**src/rtl/digital_clock_if.sv**
```systemverilog
// Control and display bundle of the digital clock: edit/enable controls in,
// displayed register set and alarm/timer flags out.
interface digital_clock_if;
    logic [1:0] mode;
    logic [1:0] select;
    logic       increment;
    logic       alarm_enable;
    logic       timer_enable;
    logic [5:0] sec_out;
    logic [5:0] min_out;
    logic [4:0] hour_out;
    logic       alarm_out;
    logic       timer_out;

    modport master (
        output mode, select, increment, alarm_enable, timer_enable,
        input  sec_out, min_out, hour_out, alarm_out, timer_out
    );

    modport slave (
        input  mode, select, increment, alarm_enable, timer_enable,
        output sec_out, min_out, hour_out, alarm_out, timer_out
    );
endinterface

```
**src/rtl/digital_clock.sv**
```systemverilog
// 24-hour clock with one alarm and one countdown timer; a prescaler turns clk
// into a 1 Hz tick and mode picks which register set is displayed and edited.
module digital_clock #(
    parameter int CLK_PER_SEC = 50_000_000
) (
    input  logic           clk,
    input  logic           reset,
    digital_clock_if.slave bus
);
    localparam int CW = (CLK_PER_SEC > 1) ? $clog2(CLK_PER_SEC) : 1;
    localparam logic [CW-1:0] CNT_MAX = CW'(CLK_PER_SEC - 1);

    typedef struct packed {
        logic [4:0] hour;
        logic [5:0] min;
        logic [5:0] sec;
    } hms_t;

    typedef enum logic [1:0] {
        MODE_CLOCK = 2'd0,
        MODE_ALARM = 2'd1,
        MODE_TIMER = 2'd2,
        MODE_RSVD  = 2'd3
    } mode_e;

    typedef enum logic [1:0] {
        SEL_NONE = 2'd0,
        SEL_SEC  = 2'd1,
        SEL_MIN  = 2'd2,
        SEL_HOUR = 2'd3
    } sel_e;

    localparam hms_t ONE_SEC = '{hour: 5'd0, min: 6'd0, sec: 6'd1};

    // Edits step one field and wrap inside it; they never carry.
    function automatic hms_t bump(hms_t v, sel_e sel);
        hms_t r;
        r = v;
        case (sel)
            SEL_SEC:  r.sec  = (v.sec  == 6'd59) ? 6'd0 : v.sec  + 6'd1;
            SEL_MIN:  r.min  = (v.min  == 6'd59) ? 6'd0 : v.min  + 6'd1;
            SEL_HOUR: r.hour = (v.hour == 5'd23) ? 5'd0 : v.hour + 5'd1;
            default:  r = v;
        endcase
        return r;
    endfunction

    function automatic hms_t tick_up(hms_t v);
        hms_t r;
        r = v;
        if (v.sec != 6'd59) begin
            r.sec = v.sec + 6'd1;
        end else begin
            r.sec = 6'd0;
            if (v.min != 6'd59) begin
                r.min = v.min + 6'd1;
            end else begin
                r.min  = 6'd0;
                r.hour = (v.hour == 5'd23) ? 5'd0 : v.hour + 5'd1;
            end
        end
        return r;
    endfunction

    // Only called with a non-zero value, so the hour borrow cannot underflow.
    function automatic hms_t tick_down(hms_t v);
        hms_t r;
        r = v;
        if (v.sec != 6'd0) begin
            r.sec = v.sec - 6'd1;
        end else begin
            r.sec = 6'd59;
            if (v.min != 6'd0) begin
                r.min = v.min - 6'd1;
            end else begin
                r.min  = 6'd59;
                r.hour = v.hour - 5'd1;
            end
        end
        return r;
    endfunction

    mode_e         mode;
    sel_e          sel;
    logic [CW-1:0] cnt;
    logic          tick;
    logic          inc_q;
    logic          inc_pulse;
    logic          edit_time, edit_alarm, edit_timer;
    logic          expired;
    logic          alarm_q;
    hms_t          tm, al, tr, shown;

    assign mode      = mode_e'(bus.mode);
    assign sel       = sel_e'(bus.select);
    assign tick      = (cnt == CNT_MAX);
    assign inc_pulse = bus.increment & ~inc_q;

    always_comb begin
        edit_time  = 1'b0;
        edit_alarm = 1'b0;
        edit_timer = 1'b0;
        if (inc_pulse && sel != SEL_NONE) begin
            case (mode)
                MODE_ALARM: edit_alarm = 1'b1;
                MODE_TIMER: edit_timer = 1'b1;
                default:    edit_time  = 1'b1;
            endcase
        end
    end

    always_ff @(posedge clk or negedge reset) begin
        if (!reset) begin
            cnt     <= '0;
            inc_q   <= 1'b0;
            tm      <= '0;
            al      <= '0;
            tr      <= '0;
            expired <= 1'b0;
            alarm_q <= 1'b0;
        end else begin
            cnt     <= tick ? '0 : cnt + CW'(1);
            inc_q   <= bus.increment;
            alarm_q <= bus.alarm_enable && (tm == al);

            // An edit on the same cycle as a tick swallows that tick.
            if (edit_time)
                tm <= bump(tm, sel);
            else if (tick)
                tm <= tick_up(tm);

            if (edit_alarm)
                al <= bump(al, sel);

            if (edit_timer) begin
                tr      <= bump(tr, sel);
                expired <= 1'b0;
            end else if (!bus.timer_enable) begin
                expired <= 1'b0;
            end else if (tick && tr != '0) begin
                tr <= tick_down(tr);
                if (tr == ONE_SEC)
                    expired <= 1'b1;
            end
        end
    end

    always_comb begin
        shown = tm;
        case (mode)
            MODE_ALARM: shown = al;
            MODE_TIMER: shown = tr;
            default:    shown = tm;
        endcase
    end

    assign bus.sec_out   = shown.sec;
    assign bus.min_out   = shown.min;
    assign bus.hour_out  = shown.hour;
    assign bus.alarm_out = alarm_q;
    assign bus.timer_out = expired;
endmodule

```
**src/flat_wrapper.sv**
```systemverilog
// flat-port wrapper written by rule: the top's interface ports become plain ports
module digital_clock_flat 
#(
    parameter int CLK_PER_SEC = 50_000_000
)
  (clk, reset, bus_mode, bus_select, bus_increment, bus_alarm_enable, bus_timer_enable, bus_sec_out, bus_min_out, bus_hour_out, bus_alarm_out, bus_timer_out);
  digital_clock_if bus_i ();
  input  logic clk;
  input  logic reset;
  input wire logic [$bits(bus_i.mode)-1:0] bus_mode;
  input wire logic [$bits(bus_i.select)-1:0] bus_select;
  input wire logic [$bits(bus_i.increment)-1:0] bus_increment;
  input wire logic [$bits(bus_i.alarm_enable)-1:0] bus_alarm_enable;
  input wire logic [$bits(bus_i.timer_enable)-1:0] bus_timer_enable;
  output wire logic [$bits(bus_i.sec_out)-1:0] bus_sec_out;
  output wire logic [$bits(bus_i.min_out)-1:0] bus_min_out;
  output wire logic [$bits(bus_i.hour_out)-1:0] bus_hour_out;
  output wire logic [$bits(bus_i.alarm_out)-1:0] bus_alarm_out;
  output wire logic [$bits(bus_i.timer_out)-1:0] bus_timer_out;
  assign bus_i.mode = bus_mode;
  assign bus_i.select = bus_select;
  assign bus_i.increment = bus_increment;
  assign bus_i.alarm_enable = bus_alarm_enable;
  assign bus_i.timer_enable = bus_timer_enable;
  assign bus_sec_out = bus_i.sec_out;
  assign bus_min_out = bus_i.min_out;
  assign bus_hour_out = bus_i.hour_out;
  assign bus_alarm_out = bus_i.alarm_out;
  assign bus_timer_out = bus_i.timer_out;
  digital_clock #(.CLK_PER_SEC(CLK_PER_SEC)) u_core (.clk(clk), .reset(reset), .bus(bus_i));
endmodule
```
**config.mk**
```make
export PLATFORM = sky130hd
export DESIGN_NAME = digital_clock_flat
export DESIGN_NICKNAME = d
export VERILOG_FILES = /design/src/rtl/digital_clock_if.sv /design/src/rtl/digital_clock.sv /design/src/flat_wrapper.sv
export SDC_FILE = /design/constraint.sdc
export NUM_CORES = 1
export LEC_CHECK = 0
export CELL_PAD_IN_SITES_DETAIL_PLACEMENT = 2
export CELL_PAD_IN_SITES_GLOBAL_PLACEMENT = 2
export CORE_MARGIN = 2
export CORE_UTILIZATION = 35
export CTS_CLUSTER_DIAMETER = 40
export DETAILED_ROUTE_END_ITERATION = 12
export HOLD_SLACK_MARGIN = 0.05
export PLACE_DENSITY = 0.76
export SLEW_MARGIN = 20
export SYNTH_ARGS = -nofsm -noshare
export SYNTH_HDL_FRONTEND = slang
export SYNTH_SLANG_ARGS = --single-unit
```
**constraint.sdc**
```tcl
create_clock -name clk -period 2.98 [get_ports clk]
set_input_delay 0.298 -clock clk [delete_from_list [all_inputs] [get_ports clk]]
set_output_delay 0.298 -clock clk [all_outputs]
set_load 0.02 [all_outputs]
```
==> results of run 1 <==
==> power groups by stage <==
| stage | clock (mW) | sequential (mW) | combinational (mW) |
|---|---|---|---|
| 2_1_floorplan | 0 | 1.35 | 0.649 |
| 3_3_place_gp | 0 | 1.44 | 0.921 |
| 3_5_place_dp | 0 | 1.46 | 0.966 |
| 4_1_cts | 1.19 | 1.44 | 0.978 |
| 5_1_grt | 1.23 | 1.47 | 1.07 |
| 6_report | 1.15 | 1.45 | 0.968 |
==> metrics by stage <==
| step | hold slack [ps] | std cells | instance area, um2 |
|---|---|---|---|
| after detailed placement | 365 | 821 | 5900 |
| after floorplan | 2.41 | 615 | 5320 |
| after global routing | 530 | 838 | 6210 |
| final | 487 | 838 | 6210 |
| after global placement | 343 | 821 | 5900 |
| after CTS | 497 | 838 | 6210 |
==> path summary, 6_finish.rpt <==
kind | start | end | slack [ps] | depth (start not counted)
worst max-delay path | u_core.cnt[16]$_DFF_PN0_ | u_core.tm[16]$_DFFE_PN0P_ | 240 | 5
worst min-delay path | u_core.cnt[0]$_DFF_PN0_ | u_core.cnt[0]$_DFF_PN0_ | 490 | 1
worst max register to register | u_core.cnt[16]$_DFF_PN0_ | u_core.tm[16]$_DFFE_PN0P_ | 240 | 5
worst min register to register | u_core.cnt[0]$_DFF_PN0_ | u_core.cnt[0]$_DFF_PN0_ | 490 | 1
max in group asynchronous | reset | u_core.al[0]$_DFFE_PN0P_ | 1750 | 3
min in group asynchronous | reset | u_core.al[11]$_DFFE_PN0P_ | 500 | 2
==> cells in the final DEF, fill, tap and decap left out, drive strengths merged, types with 4 or more instances in the layout <==
| master | netlist | final |
|---|---|---|
| a22o | 5 | 5 |
| a211oi | 5 | 5 |
| o211ai | 5 | 5 |
| clkdlybuf4s50 | 0 | 26 |
| nor2b | 9 | 9 |
| a21oi | 19 | 19 |
| and3 | 8 | 8 |
| nor4 | 8 | 8 |
| nand3 | 37 | 37 |
| a31oi | 7 | 7 |
| a21o | 6 | 6 |
| or2 | 5 | 5 |
| o22ai | 9 | 9 |
| nor3b | 7 | 7 |
| nand2 | 53 | 53 |
| a22oi | 19 | 19 |
| o21ai | 34 | 34 |
| nor3 | 18 | 18 |
| nand4 | 15 | 15 |
| or3 | 7 | 7 |
| inv | 21 | 21 |
| ha | 19 | 19 |
| or4 | 6 | 6 |
| nand2b | 6 | 6 |
| xor2 | 14 | 14 |
| clkbuf | 39 | 11 |
| buf | 2 | 33 |
| mux2 | 16 | 16 |
| nor2 | 53 | 53 |
| dfrtp | 80 | 80 |
| nand3b | 4 | 4 |
| xnor2 | 33 | 33 |
| o2111ai | 4 | 4 |
==> Yosys cell counts (all sizes together) (5+ instances only) <==
cell	count
or3	7
a21o	6
nor3b	7
ha	19
xnor2	33
nor4	8
nand3	37
dfrtp	80
o22ai	9
a211oi	5
nor3	18
nand2	53
o21ai	34
clkbuf	39
or4	6
nor2	53
a22o	5
and3	8
a22oi	19
nand2b	6
inv	21
o211ai	5
or2	5
a31oi	7
xor2	14
mux2	16
a21oi	19
nor2b	9
nand4	15
==> registers in the layout, summed over array words and instances (netlist names) <==
name and cells:
u_core.al 17, u_core.bus.alarm_out 1, u_core.bus.timer_out 1, u_core.cnt 26, u_core.inc_q 1, u_core.tm 17, u_core.tr 17
==> cells by family after synthesis <==
family,Yosys count,synth area share
AO/OA/AOI/OAI,142,0.180
XOR/XNOR,47,0.0774
adder cells (fa/ha/maj),19,0.0447
buffers and inverters,62,0.0440
flip-flops,80,0.377
multiplexers,19,0.0395
AND/OR/NAND/NOR,246,0.238
==> repair_timing <==
item	CTS	global route
hold buffers	1	0
gates resized for setup	0	0
hold endpoints to repair	40	0
==> routing by layer <==
layer / track usage / wire (um) / vias up
met5: 0 / 0 / -
met4: 0.0802 / 349 / 0
met3: 0.0235 / 370 / 22
met2: 0.423 / 9310 / 73
met1: 0.296 / 8030 / 2542
li1: - / - / 2301
==> worst reg2reg max path: cells and delay by family (launching register included) <==
| family | cells | cell delay [ps] |
|---|---|---|
| simple gates | 3 | 1630 |
| flops | 1 | 420 |
| mux | 1 | 350 |
| compound gates | 1 | 210 |
==> area by class of cell <==
| cell class | instances | area (um2) |
|---|---|---|
| well taps | 188 | 235 |
| clock inverters | 5 | 56.3 |
| repair buffers | 60 | 518 |
| flip-flops and latches | 80 | 2000 |
| inverters | 21 | 78.8 |
| fillers | 1678 | 8820 |
| multi-input cells | 473 | 3080 |
| clock buffers | 11 | 243 |
==> metrics.md, run 1 <==
| Metric | Value |
|---|---|
| Syn avg cell area | just under 9 um2 |
| Buffers on Ports | 27 |
| Max clock buf depth | 2 |
| Largest net degree at the start of global routing | 43 |
| Die W | approximately 130 um |
| Overall Power | between 3 and 4 mW |
| Max FO, Critical Path | 4 |
| WL final | 18100 um |
| Internal power | 2.31 mW |
| Total GRT Usage | 0.235 |
| Max IR drop VDD | ~0.26 mV |
| Max Clock Skew | roughly 7.2 ps |
| Crit path DAT | approximately 3000 ps |
| Clk network pwr share | 0.324 |
| Ys Warns | 0 |
| Min Tclk post-route | 2740 ps |
| Count of pins over their slew limit | 0 |
| Ranking of synthesized cells by area | dfrtp_1 38%, xnor2_1 5.4%, ha_1 4.5% |
| P_sw | around 1.3 mW |
| Root cell of the clock tree | clkbuf_16 |
| Floorplan die height | 127 um |
| Iteration-0 DRC Markers | 222 |
| Syn nets | roughly 640 |
| Reg power frac | 0.405 |
| CP endpoint kind | flip-flop |
| Outcome | completed |
| Critical path launch point type | flip-flop |
| Synth top area share | 0.377 |
| Nets@finish | between 600 and 700 |
| Vias | a little under 5000 |
| Die area | approximately 16000 um2 |
| Slew headroom | 0.587 |
| Dpl ws | approximately 59 ps |
| Global route total overflow | 0 |
| Final Core Density | 0.413 |
| Area leader, netlist | dfrtp_1 |
| Net Sw Frac | 0.353 |
| Hpwl dp | ~14000 um |
| Via/cell ratio | about 5.9 |
| Final setup violation count | 0 |
| Worst Setup Path Type | reg -> reg |
| #FFs+latches synth | 80 |
| Hold Path Class | reg -> reg |
| Comb power frac | 0.271 |
| Fraction of layout cells with a size suffix above 1 | 0.100 |
| Clk_lat worst skew | approximately 350 ps |
| Routability congestion estimate | 0.833 |
| DR WL/cell | ~22 um |
| Core Rows | 45 |
| Worst path max stage delay | roughly 570 ps |
| Number of buffers and inverters on the critical path | 0 |
| Ys flop type | dfrtp_1 |
| P_leak | 2.49 nW |
| F_max | about 370 MHz |
| CP top delay family | simple AND/OR/NAND/NOR gates |
| Synth-to-layout area growth | 16.9% |
| H-tree depth | 3 |
| Clock Sinks | 80 |
| Core area | roughly 15000 um2 |
| Final Cycle Share | 0.919 |
| Antenna violations before repair | 0 |
| Power Density | roughly 570 nW/um2 |
| Number of global-route vias before repair | about 5500 |
| Setup TNS | 0 ps |
| CP max-delay cell | or4b_4 |
| Setup ws final | 242 ps |
| ANT nets after route | 0 |
| CTS tree | done |
| N_diodes | 0 |
| Async set or reset register ratio after synthesis | 1.00 |
| Drt drc | 0 |
| Worst-path clk slew | approximately 60 ps |
| Worst-margin pin slew | 619 ps |
| Cell variety after synth | 64 |
| Fin. Hold Viols | 0 |
| Register area share after synthesis | 0.377 |
| Post-synth EDFFs | 0 |
| CTS Buf Count | 9 |
| Cell Area, Synth | roughly 5300 um2 |
| CP required | 3210 ps |
| Total of max-cap violations | 0 |
| Synth Instances | between 600 and 700 |
| Crit-path cells | or4_4, or4_1, or4b_4, a21oi_1, mux2_1 |
| Initial core utilization | 0.354 |
| DRT Pass-1 Iters | 4 |
| I/O Pins | 28 |
| First-pass GRT wire length | between 30000 and 40000 um |
| Unrepaired setup endpoints after global routing | false |
| Post-CTS setup repair buffer count | 0 |
Note: power is estimated with default switching activity, not from simulation.
==> inputs of run 2 (changes only) <==
--- a/config.mk
+++ b/config.mk
@@ -8,11 +8,11 @@
 export CELL_PAD_IN_SITES_DETAIL_PLACEMENT = 2
 export CELL_PAD_IN_SITES_GLOBAL_PLACEMENT = 2
 export CORE_MARGIN = 2
-export CORE_UTILIZATION = 35
+export CORE_UTILIZATION = 34
 export CTS_CLUSTER_DIAMETER = 40
 export DETAILED_ROUTE_END_ITERATION = 12
 export HOLD_SLACK_MARGIN = 0.05
-export PLACE_DENSITY = 0.76
+export PLACE_DENSITY = 0.77
 export SLEW_MARGIN = 20
 export SYNTH_ARGS = -nofsm -noshare
 export SYNTH_HDL_FRONTEND = slang
==> constraint.sdc (replaced) <==
create_clock -name clk -period 2.37 [get_ports clk]
set_input_delay 0.237 -clock clk [delete_from_list [all_inputs] [get_ports clk]]
set_output_delay 0.237 -clock clk [all_outputs]
set_load 0.02 [all_outputs]
==> run 2 against run 1 <==
The flow now finishes with violations (negative setup slack). Cell area grew 10%. Total power grew 35%. Die area grew 2.8%. First-iteration DRC count shrank 7.2%. Register-to-register slack lost 420 ps.
==> metrics.md, run 2 (same netlist as run 1, synthesis figures left out) <==
| Metric | Value |
|---|---|
| Top reg by flops | u_core.cnt (unchanged) |
| Area post-placement | 6420 um2 (was 5900 um2) |
| Total of max-cap violations | 0 (unchanged) |
| Final setup violation count | 5 (was 0) |
| Outcome | finished, violations left (was completed) |
| Final Cycle Share | 1.08 (was 0.919) |
| R2R Setup Slk | -180 ps (was 240 ps) |
| F_max | 392 MHz (was 365 MHz) |
| Root cell of the clock tree | clkbuf_16 (unchanged) |
| P_leak | 2.91 nW (was 2.49 nW) |
| Fin. Hold Viols | 0 (unchanged) |
| I/O Pins | 28 (unchanged) |
| Clk_lat worst skew | 350 ps (about the same) |
| First-pass GRT wire length | 32500 um (was 30100 um) |
| CP required | 2610 ps (was 3210 ps) |
| Critical path launch point type | flip-flop (unchanged) |
| Worst path max stage delay | 590 ps (was 570 ps) |
| Routability congestion estimate | 0.828 (was 0.833) |
| Die W | 129 um (was 127 um) |
| WL final | 19800 um (was 18100 um) |
| Drt drc | 0 (unchanged) |
| Buffers on Ports | 27 (unchanged) |
| Commonest non-fill, non-tap cells in the layout | 93 x buf_4, 79 x dfrtp_1, 53 x nor2_1 (was 80 x dfrtp_1, 53 x nand2_1, 53 x nor2_1) |
| Design Area, Final | 6850 um2 (was 6210 um2) |
| ANT nets after route | 0 (unchanged) |
| H-tree depth | 3 (unchanged) |
| Failing checks | negative setup slack |
| Nets@finish | 735 (was 673) |
| Crit path DAT | 2790 ps (was 2970 ps) |
| Max clock buf depth | 2 (unchanged) |
| Unrepaired setup endpoints after global routing | true (was false) |
| CTS tree | done (unchanged) |
| Hold Path Class | in -> async (was reg -> reg) |
| DRT Pass-1 Iters | 4 (unchanged) |
| Most common cell after layout, fill and taps aside | buf_4 (was dfrtp_1) |
| Iteration-0 DRC Markers | 206 (was 222) |
| Worst r2r path cells | 5 (unchanged) |
| Power Density | 702 nW/um2 (was 574 nW/um2) |
| Min Tclk post-route | 2550 ps (was 2740 ps) |
| Worst-margin pin slew | 466 ps (was 619 ps) |
| Synth-to-layout area growth | 28.8% (was 16.9%) |
| Core area | 15300 um2 (was 15000 um2) |
| Global route total overflow | 0 (unchanged) |
| Initial core utilization | 0.348 (was 0.354) |
| CP endpoint kind | flip-flop (unchanged) |
| Max Clock Skew | 6.53 ps (was 7.22 ps) |
| Floorplan die height | 129 um (was 127 um) |
| DR WL/cell | 21.4 um (was 21.6 um) |
| Count of pins over their slew limit | 0 (unchanged) |
| Fraction of layout cells with a size suffix above 1 | 0.205 (was 0.100) |
| Setup ws final | -181 ps (was 242 ps) |
| Largest net degree at the start of global routing | 37 (was 43) |
| Die area | 16600 um2 (was 16200 um2) |
| Core Rows | 45 (unchanged) |
| Total GRT Usage | 0.251 (was 0.235) |
| Clock Sinks | 80 (unchanged) |
| N_diodes | 0 (unchanged) |
| Number of global-route vias before repair | 5901 (was 5542) |
| Vias | 5207 (was 4938) |
| Max IR drop VDD | 0.331 mV (was 0.260 mV) |
| Worst-path clk slew | 70 ps (was 60 ps) |
| Hpwl dp | 14600 um (was 13600 um) |
| Setup TNS | -747 ps (was 0 ps) |
| CTS Buf Count | 9 (unchanged) |
| Via/cell ratio | 5.64 (was 5.89) |
| Crit-path cells | or4_4, or4_4, or4b_4, a21oi_2, mux2_4 (was or4_4, or4_1, or4b_4, a21oi_1, mux2_1) |
| CP max-delay cell | or4b_4 (unchanged) |
| Antenna violations before repair | 0 (unchanged) |
| Slew headroom | 0.688 (was 0.587) |
| Number of buffers and inverters on the critical path | 0 (unchanged) |
| Max FO, Critical Path | 4 (unchanged) |
| CP top delay family | simple AND/OR/NAND/NOR gates (unchanged) |
| Worst Setup Path Type | reg -> reg (unchanged) |
| End of the worst register-to-register path | u_core.tm[15]$_DFFE_PN0P_ (was u_core.tm[16]$_DFFE_PN0P_) |
| Worst path most repeated cell | or4_4 |
| Worst reg2reg path startpoint | u_core.cnt[16]$_DFF_PN0_ (unchanged) |
| Largest register FFs | 26 (unchanged) |
run 2: area by class of cell:
cell class	count	area (um2)
Clock buffer	11	233
Clock inverter	5	104
Fill cell	1676	8410
Inverter	21	78.8
Multi-Input combinational cell	473	3170
Sequential cell	80	2000
Tap cell	211	264
Timing Repair Buffer	122	991
run 2: through the flow:
stage / util / cells / hold slack, ps / total power [mW] / setup slack (ps)
after floorplan: - / 615 / -58.6 / 2.52 / -99.6
after global placement: 0.421 / 903 / 148 / 3.05 / -324
after detailed placement: 0.421 / 903 / 145 / 3.17 / -339
after CTS: 0.445 / 921 / 318 / 4.82 / -173
after global routing: 0.449 / 923 / 344 / 5.05 / -221
final: 0.449 / 923 / 319 / 4.81 / -181
run 2: worst max-delay path by stage:
stage	start	to	slack, ps	cells past startpoint
3_3_place_gp	bus_mode[0]	u_core.tm[15]$_DFFE_PN0P_	-320	7
3_5_place_dp	bus_mode[0]	u_core.tm[15]$_DFFE_PN0P_	-340	7
4_1_cts	u_core.cnt[9]$_DFF_PN0_	u_core.tm[15]$_DFFE_PN0P_	-170	5
6_report	u_core.cnt[16]$_DFF_PN0_	u_core.tm[15]$_DFFE_PN0P_	-180	5
2_1_floorplan	u_core.cnt[11]$_DFF_PN0_	u_core.tm[15]$_DFFE_PN0P_	-100	5
5_1_grt	u_core.cnt[16]$_DFF_PN0_	u_core.tm[16]$_DFFE_PN0P_	-220	5
run 2: metal layers:
layer / vias up / share of wire / global-route usage
met5: - / 0 / 0
met4: 0 / 0.023 / 0.0774
met3: 31 / 0.020 / 0.0281
met2: 81 / 0.53 / 0.458
met1: 2673 / 0.43 / 0.313
li1: 2422 / - / -
run 2: timing repair:
| item | in CTS | in global routing |
|---|---|---|
| setup buffers | 1 | 2 |
| pin swaps | 5 | 2 |
| endpoints found under the setup margin | 33 | 28 |
| resized for setup | 27 | 9 |
| endpoints found under the hold margin | 18 | 0 |
| hold buffers | 1 | 0 |
run 2: where the power goes:
part | internal [mW] | switching (mW)
Sequential | 1.52 | 0.224
Clock | 1.03 | 0.608
Combinational | 0.604 | 0.814
==> inputs of run 3 (changes only) <==
--- a/config.mk
+++ b/config.mk
@@ -17,3 +17,4 @@
 export SYNTH_ARGS = -nofsm -noshare
 export SYNTH_HDL_FRONTEND = slang
 export SYNTH_SLANG_ARGS = --single-unit
+export TNS_END_PERCENT = 100
==> results of run 3 <==
The final DEF is identical to that of run 2; final timing and power are the same.
